`src/rtl/stream_packer.sv`:
```
// stream_packer
//   Output-side packer of the Sobel pipeline. Packs four 8-bit filtered pixels
//   into each 32-bit beat, little-endian: the first pixel of a beat lands in
//   [7:0]. Beats are buffered in a small FIFO and driven out as an AXI-Stream
//   master towards the S2MM DMA channel. m_axis_tlast marks the final beat of
//   each frame.
//
// Parameters
//   FRAME_PIXELS  pixels per frame, multiple of 4
//   FIFO_DEPTH    beat FIFO depth, power of 2, at least 2
//   SKID          free entries held back for upstream latency, < FIFO_DEPTH
//
// Ports
//   Clk                  clock
//   Rst                  synchronous, active-high reset
//   pixel_data_valid_in  filtered pixel present (always accepted)
//   pixel_data_in        filtered pixel
//   ready_out            advisory backpressure to upstream (dma_ready_in)
//   m_axis_tdata         packed beat
//   m_axis_tvalid        beat valid
//   m_axis_tready        DMA accepts beat
//   m_axis_tlast         last beat of frame
//   overflow_out         sticky flag, set on the first dropped beat
//
// Build option
//   STREAM_PACKER_OVF_EN  when defined, overflow_out latches the first dropped
//                         beat until Rst. When undefined the flag logic is
//                         removed and overflow_out is tied 0. Beats that find
//                         the FIFO full are dropped in both builds.

module stream_packer #(
  parameter int FRAME_PIXELS = 262144,
  parameter int FIFO_DEPTH   = 16,
  parameter int SKID         = 4
) (
  input  logic        Clk,
  input  logic        Rst,
  input  logic        pixel_data_valid_in,
  input  logic [7:0]  pixel_data_in,
  output logic        ready_out,
  output logic [31:0] m_axis_tdata,
  output logic        m_axis_tvalid,
  input  logic        m_axis_tready,
  output logic        m_axis_tlast,
  output logic        overflow_out
);

  localparam int PIX_W = (FRAME_PIXELS > 1) ? $clog2(FRAME_PIXELS) : 1;
  localparam int PTR_W = $clog2(FIFO_DEPTH);
  localparam int CNT_W = $clog2(FIFO_DEPTH + 1);

  localparam logic [PIX_W-1:0] LAST_PIX = PIX_W'(FRAME_PIXELS - 1);
  localparam logic [CNT_W-1:0] FULL_CNT = CNT_W'(FIFO_DEPTH);
  localparam logic [CNT_W-1:0] RDY_CNT  = CNT_W'(FIFO_DEPTH - SKID);

  typedef enum logic {ST_EMPTY, ST_VALID} out_state_e;

  out_state_e       r_state;
  logic [1:0]       r_lane;
  logic [PIX_W-1:0] r_pix_cnt;
  logic [23:0]      r_word;      // lanes 0..2 of the beat under construction
  logic [32:0]      r_mem [FIFO_DEPTH];
  logic [PTR_W-1:0] r_wr_ptr;
  logic [PTR_W-1:0] r_rd_ptr;
  logic [CNT_W-1:0] r_count;     // every buffered beat, including the one presented
  logic [31:0]      r_tdata;
  logic             r_tlast;
  logic             r_ready;

  logic             w_beat;
  logic             w_pop;
  logic             w_push;
  logic [32:0]      w_push_entry;
  logic [PTR_W-1:0] w_rd_ptr_nxt;
  logic [CNT_W-1:0] w_remain;
  logic [CNT_W-1:0] w_count_nxt;
  logic [32:0]      w_head_nxt;

  // NOTE: every signal is assigned on every path through this block, so no latches are inferred.
  always_comb begin
    w_beat       = pixel_data_valid_in && (r_lane == 2'd3);
    w_pop        = (r_state == ST_VALID) && m_axis_tready;
    // A full FIFO still takes a beat when the head leaves in the same cycle.
    w_push       = w_beat && ((r_count < FULL_CNT) || w_pop);
    w_push_entry = {(r_pix_cnt == LAST_PIX), pixel_data_in, r_word};
    w_rd_ptr_nxt = r_rd_ptr + PTR_W'(w_pop);
    w_remain     = r_count - CNT_W'(w_pop);
    w_count_nxt  = w_remain + CNT_W'(w_push);
    // Next head is the incoming beat when nothing else remains, otherwise an
    // entry that is already stored (never the slot being written this cycle).
    w_head_nxt   = (w_remain == '0) ? w_push_entry : r_mem[w_rd_ptr_nxt];
  end

  // NOTE: sequential state uses non-blocking assignments; reset is synchronous, so Rst is only looked at on the clock edge.
  always_ff @(posedge Clk) begin
    if (Rst) begin
      r_state   <= ST_EMPTY;
      r_lane    <= '0;
      r_pix_cnt <= '0;
      r_word    <= '0;
      r_wr_ptr  <= '0;
      r_rd_ptr  <= '0;
      r_count   <= '0;
      r_tdata   <= '0;
      r_tlast   <= 1'b0;
      r_ready   <= 1'b1;
    end else begin
      // Counters advance on every accepted pixel, dropped beat or not, so
      // frame alignment survives an overflow.
      if (pixel_data_valid_in) begin
        r_lane    <= r_lane + 2'd1;
        r_pix_cnt <= (r_pix_cnt == LAST_PIX) ? '0 : r_pix_cnt + PIX_W'(1);
        case (r_lane)
          2'd0:    r_word[7:0]   <= pixel_data_in;
          2'd1:    r_word[15:8]  <= pixel_data_in;
          2'd2:    r_word[23:16] <= pixel_data_in;
          default: ;  // lane 3 goes straight into the pushed entry
        endcase
      end

      if (w_push) begin
        r_wr_ptr <= r_wr_ptr + PTR_W'(1);
      end
      r_rd_ptr <= w_rd_ptr_nxt;
      r_count  <= w_count_nxt;
      r_ready  <= (r_count < RDY_CNT);

      // Output FSM: the presented beat is a registered copy of the FIFO head,
      // so it holds still whenever no pop occurs.
      if (w_count_nxt == '0) begin
        r_state <= ST_EMPTY;
      end else begin
        r_state <= ST_VALID;
        r_tdata <= w_head_nxt[31:0];
        r_tlast <= w_head_nxt[32];
      end
    end
  end

  // NOTE: the storage array has no reset; occupancy lives in r_count and the pointers, so stale entries are never presented.
  always_ff @(posedge Clk) begin
    if (!Rst && w_push) begin
      r_mem[r_wr_ptr] <= w_push_entry;
    end
  end

`ifdef STREAM_PACKER_OVF_EN
  logic w_drop;
  logic r_ovf;

  assign w_drop = w_beat && !w_push;

  always_ff @(posedge Clk) begin
    if (Rst) begin
      r_ovf <= 1'b0;
    end else if (w_drop) begin
      r_ovf <= 1'b1;
    end
  end

  assign overflow_out = r_ovf;
`else
  assign overflow_out = 1'b0;
`endif

  assign ready_out     = r_ready;
  assign m_axis_tdata  = r_tdata;
  assign m_axis_tvalid = (r_state == ST_VALID);
  assign m_axis_tlast  = r_tlast;

endmodule
```
`config.mk`:
```
export PLATFORM = sky130hd
export DESIGN_NAME = stream_packer
export DESIGN_NICKNAME = d
export VERILOG_FILES = /design/src/rtl/stream_packer.sv
export SDC_FILE = /design/constraint.sdc
export NUM_CORES = 1
export LEC_CHECK = 0
export CORE_AREA = 4 4 217 262
export CTS_BUF_LIST = sky130_fd_sc_hd__clkbuf_8
export DETAILED_ROUTE_END_ITERATION = 8
export DIE_AREA = 0 0 221 266
export GPL_TIMING_DRIVEN = 1
export RECOVER_POWER = 100
export SLEW_MARGIN = 0
export SYNTH_ARGS = -nofsm -noshare
export SYNTH_HDL_FRONTEND = slang
export SYNTH_SLANG_ARGS = --single-unit
```
`constraint.sdc`:
```
create_clock -name Clk -period 5.1 [get_ports Clk]
set_clock_uncertainty 0.15 [all_clocks]
set_input_delay 1.275 -clock Clk [delete_from_list [all_inputs] [get_ports Clk]]
set_output_delay 1.275 -clock Clk [all_outputs]
set_load 0.01 [all_outputs]
```
Yosys cells after proc, flatten, opt, wreduce, memory -nomap -nowiden:

Memories as Yosys holds them, arrays and structs flattened.
Index checks and enable logic that the tools add are counted.
Widths: inputs -> output; s select.

* memories kept: 1
* register bits: 92
* bits of input ports: 12
* output and inout bits: 36
* RAM bits: 528
* logic and storage cells: 42

* $lt $le $gt $ge: 2
* add/subtract/negate cells: 6
* reductions and logical operators: 12
* equality and inequality tests: 4
* mux-type cells: 5

Memories
* r_mem: words 16, width 33, read ports 1, clocked after memory_dff 0, wr ports 1, line 62 `logic [32:0] r_mem [FIFO_DEPTH];`

Operator list (number)
* $mux 33: 1
* $add 18x1->18 const B: 1
* $eq 18x18->1 const B: 1
* $mux 18: 1
* $logic_not 5->1: 2
* $reduce_and 2->1: 3
* $add 5x1->5: 1
* $lt 5x4->1 const B: 1
* $lt 5x5->1 const B: 1
* $sub 5x1->5: 1
* $add 4x1->4: 1
* $add 4x1->4 const B: 1
* $eq 2x2->1 const B: 2
* $logic_and 1x1->1: 4
* $mux 1: 3
* $add 2x1->2 const B: 1
* $eq 2x1->1 const B: 1
* $logic_not 2->1: 1
* $logic_not 1->1: 1
* $logic_or 1x1->1: 1

Logic depth before layout (Yosys ltp):

* depth in word-level cells: 6
* gate-level depth with buffers: 14
* depth with buffers taken out: 12

Worst setup path after synthesis:

Ideal clock, no wire load.

* kind: input -> register
* from: input port pixel_data_valid_in
* to: memory r_mem[0][0] (enable)
* path slack: -118 ps
* arrival time: 4603 ps
* path buffers: 1
* data required time: 4486 ps
* library setup time: 464 ps
* cell stages on the path: 6
* cell sequence: clkbuf_1 -> nand2_1 -> a21oi_1 -> nor2b_1 -> nand2_1 -> nor3_1

* word-level cells in the longest chain between the ends: 5

RTL lines
* start: declaration: line 38 `input logic pixel_data_valid_in,`
* $logic_and 1x1->1: line 81 `w_beat = pixel_data_valid_in && (r_lane == 2'd3);`
* $logic_and 1x1->1: line 84 `w_push = w_beat && ((r_count < FULL_CNT) || w_pop);`
* $logic_and 1x1->1: line 142 `if (!Rst && w_push) begin`
* $mux 1: line 142
* $mux 1 (not written as such): line 143 `r_mem[r_wr_ptr] <= w_push_entry;`
* end: declaration: line 62

Every way passes these cells.

Worst setup path after layout:

* from: input port m_axis_tready
* to: memory r_mem[7][25] (enable)

* word-level cells in the longest chain between the ends: 6

RTL lines
* start: declaration: line 43 `input logic m_axis_tready,`
* $logic_and 1x1->1: line 82 `w_pop = (r_state == ST_VALID) && m_axis_tready;`
* $logic_or 1x1->1: line 84
* $logic_and 1x1->1: line 84
* $logic_and 1x1->1: line 142
* $mux 1: line 142
* $mux 1 (not written as such): line 143

Every way passes these cells.

==> metrics.md <==
| Metric | Value |
|---|---|
| Fin crit period | `about 4.5 ns` |
| Internal power | `around 9 mW` |
| Worst endpoint data arrival time | `between 4 and 5 ns` |
| Post_cts resized | `0` |
| Starting density of the core | `between 40% and 50%` |
| CP Capture Type | `flop` |
| Synth cell types | `50` |
| Clk buf depth | `3` |
| Leakage power total | `slightly above 9 nW` |
| Asr flop ratio synth | `0%` |
| CTS tree | `done` |
| Mapped Cells | `between 1000 and 1500` |
| Synthesis Warnings | `0` |
| PD cells | `approximately 440 nW/um2` |
| Failing checks | `capacitance limit, slew limit` |
| Routed wire per std cell | `25.20 um` |
| GRT overflow | `0` |
| Vias in the first global route | `~13000` |
| Antenna Nets Post-Route | `0` |
| Placed insts | `slightly above 2000` |
| CTS sink cnt | `620` |
| Crit-path cells | `dlygate4sd3_1 > nand2_1 > a21oi_1 > clkbuf_1 > nor2b_1 > nand2_1 > nor2_4 > clkbuf_1` |
| Clock power share | `between 30% and 40%` |
| Setup crit start kind | `primary input` |
| Die ar. | `just under 60000 um2` |
| Hold Path End | `m_axis_tdata[15]$_SDFFE_PP0P_` |
| Setup TNS | `0 ns` |
| Hold path cells | `1` |
| Part of the cycle the worst path needs | `approximately nine tenths` |
| RSZ-0062 raised after global routing | `no` |
| EDFF count, synth | `528` |
| Final setup margin | `a little over 0.6 ns` |
| # rows | `94` |
| Util after Layout | `between 50% and 60%` |
| Logic pwr share | `roughly a fifth` |
| DR vias | `roughly 13000` |
| Reg power frac | `between 40% and 50%` |
| Core outline area | `54340 um2` |
| Initial antenna violation count | `2` |
| Post-Synth XOR/XNOR Area | `1.120%` |
| Share of layout cells above drive strength 1 | `roughly a fifth` |
| Root buf cell | `clkbuf_8` |
| Die Height | `about 270 um` |
| Worst Hold Class | `flop to flop` |
| Largest family of logic cells by synthesized area | `multiplexers` |
| Status | `finished with violations` |
| RR Startpoint | `r_lane[0]$_SDFFE_PP0P_` |
| Drt pass-1 iters | `6` |
| Initial DRC count | `972` |
| Synth Area in Adders | `less than 1%` |
| Worst slew margin | `-55.77%` |
| P&R area growth vs syn | `14.29%` |
| Placed wire-length estimate | `between 30000 and 40000 um` |
| Largest net degree at the start of global routing | `52` |
| Netlist area before placement | `around 24000 um2` |
| Syn avg cell area | `~18 um2` |
| Die Wd | `roughly 220 um` |
| Hold path start | `m_axis_tdata[15]$_SDFFE_PP0P_` |
| Crit-path max cell delay | `between 1 and 1.5 ns` |
| Max frequency | `around 0.22 GHz` |
| CP max-delay cell | `clkbuf_1` |
| Io pins | `between 40 and 50` |
| Final hold vios | `0` |
| CP max FO | `17` |
| Crit-path leading delay family | `buffers and inverters` |
| Sw power | `approximately 3.3 mW` |
| Kind of critical path | `primary input to flop` |
| Sw frac | `a little over a quarter` |
| Slew Limit Fails | `140` |
| Reg2Reg Depth | `8` |
| Drt total wl | `~57000 um` |
| GRT Total Usage | `19.32%` |
| Sequential-to-total area share from yosys stat | `around 73%` |
| I/O Buffers | `between 40 and 50` |
| Worst vdd ir | `~0.24 mV` |
| Worst Tran Pin Value | `~2.3 ns` |
| Synth Flop Type | `edfxtp_1` |
| First-pass GRT wire length | `85090 um` |
| Reg-to-reg critical path endpoint | `r_mem[7][25]$_DFFE_PP_` |
| CTS clk-pin slew, worst paths | `0.06 ns` |
| Fill count | `~4500` |
| FF+latch count, synth | `between 600 and 700` |
| R2R Setup Slk | `~1.3 ns` |
| Synth Area in Compound Gates | `around 4.3%` |
| Via density | `roughly 5.6` |
| # Post-CTS Setup Buffers | `0` |
| Critical Path RT | `roughly 5.2 ns` |
| Clock latency on the worst-skew pair | `0.68 ns` |
| Buf/Inv on CP | `3` |
| Layout Nets | `around 1500` |
| Inserted Clock Buffers | `95` |
| Post-placement setup slack | `between 0.4 and 0.5 ns` |
| Placer congestion estimate | `around 0.75` |
| Setup Viol. Count Final | `0` |
| H-tree depth | `3` |
| Post-synthesis mux area share | `between 10% and 20%` |
| Number of max-cap violations | `5` |
| Simple-gate portion of the synthesized area | `4.268%` |
| Finished Layout Cells | `~2300` |
| Hold Buf Count CTS | `0` |
| Drt drc | `0` |
| Synth Net Count | `roughly 1300` |
-- how the worst max path moves through the flow --
stage                              startpoint                            end  slack (ns)  cells after the start
final                           m_axis_tready         r_mem[7][25]$_DFFE_PP_        0.61                      8
after floorplan           pixel_data_valid_in         r_mem[12][0]$_DFFE_PP_        0.77                      6
after detailed placement        m_axis_tready  m_axis_tdata[22]$_SDFFE_PP0P_        0.49                     14
after CTS                       m_axis_tready   m_axis_tdata[8]$_SDFFE_PP0P_        1.18                     14
after global routing            m_axis_tready        r_mem[14][16]$_DFFE_PP_        0.47                      8
after global placement          m_axis_tready   m_axis_tdata[9]$_SDFFE_PP0P_        0.54                     14
-- placed cells by master (no fill, tap or decap), drive strengths merged, types with 13 or more instances in the layout --
cell type / netlist / layout
o21ai: 35 / 35
edfxtp: 528 / 528
clkinv: 0 / 15
or2: 33 / 33
clkbuf: 36 / 137
a221o: 32 / 32
inv: 12 / 63
nand2: 46 / 46
ha: 13 / 13
dfxtp: 92 / 92
dlygate4sd3: 0 / 45
buf: 40 / 31
nor2: 48 / 48
xor2: 21 / 21
a32o: 33 / 33
mux4: 99 / 99
nand3: 35 / 35
mux2i: 131 / 131
a21oi: 31 / 31
-- metal layers --
metal | wire (um) | vias up | track usage [%]
li1 | - | 5596 | -
met2 | 28590 | 367 | 32.52
met5 | 0 | - | 0
met3 | 3113 | 71 | 3.350
met4 | 1084 | 0 | 6.141
met1 | 24090 | 6637 | 26.02
-- power by group through the flow --
stage | registers (mW) | clock network [mW] | logic, mW
2_1_floorplan | 5.87 | 0 | 1.72
3_3_place_gp | 5.89 | 0 | 2.57
3_5_place_dp | 5.89 | 0 | 2.60
4_1_cts | 5.79 | 4.10 | 2.61
5_1_grt | 5.80 | 4.33 | 2.75
6_report | 5.78 | 3.99 | 2.54
-- synthesized netlist by cell type, types with 6 or more instances --
master / instances / share of area [%]
clkbuf_1: 36 / 0.56
inv_1: 12 / 0.19
ha_1: 13 / 0.67
or2_2: 33 / 0.85
nand3_1: 35 / 0.72
mux4_2: 88 / 8.2
buf_1: 6 / 0.093
a32o_1: 33 / 1.4
o21ai_0: 26 / 0.54
nor2_1: 47 / 0.73
nor3_1: 6 / 0.12
nand2b_1: 6 / 0.15
xor2_1: 19 / 0.69
xnor2_1: 7 / 0.25
nand4_1: 11 / 0.28
mux2i_1: 131 / 5.4
o21ai_1: 9 / 0.19
buf_2: 22 / 0.45
buf_4: 7 / 0.22
mux4_1: 11 / 1.2
edfxtp_1: 528 / 65
a21oi_1: 31 / 0.64
nand2_1: 46 / 0.71
a221o_1: 32 / 1.3
dfxtp_1: 92 / 7.6
-- layout make-up --
class / instances / area, um2 / area share (%)
clock inverters: 74 / 421.7 / 1.522
diodes: 2 / 5.005 / 0.01806
multi-input cells: 616 / 6235 / 22.50
clock buffers: 105 / 1445 / 5.215
inverters: 12 / 45.04 / 0.1625
flip-flops and latches: 620 / 17700 / 63.86
repair buffers: 108 / 963.4 / 3.476
well taps: 720 / 900.9 / 3.251
-- sequential cells by signal (all words and copies together), names as in the netlist --
signal,flops
r_mem,528
m_axis_tdata,32
r_word,24
r_pix_cnt,18
r_count,5
r_rd_ptr,4
r_wr_ptr,4
r_lane,2
m_axis_tlast,1
m_axis_tvalid,1
ready_out,1
-- per-stage QoR --
| step | instance area [um2] | hold slack (ns) | power [mW] |
|---|---|---|---|
| after detailed placement | 26080 | 0.3127 | 8.492 |
| final | 27710 | 0.3138 | 12.31 |
| after CTS | 27940 | 0.3275 | 12.49 |
| after floorplan | 24270 | 0.3031 | 7.590 |
| after global routing | 27710 | 0.3372 | 12.88 |
| after global placement | 26080 | 0.3005 | 8.460 |
-- cell families (layout without fill, tap and decap cells) --
group                      after synthesis  in the layout
DFF                                    620            620
muxes                                  230            230
and+or+nand+nor                        205            205
AOI/OAI and AO/OA                      139            139
buffers and inverters                   88            299
xor gates and xnor gates                28             28
adders and majority gates               13             13
other                                    1              3
No activity file was read; power rests on OpenSTA's default activity.
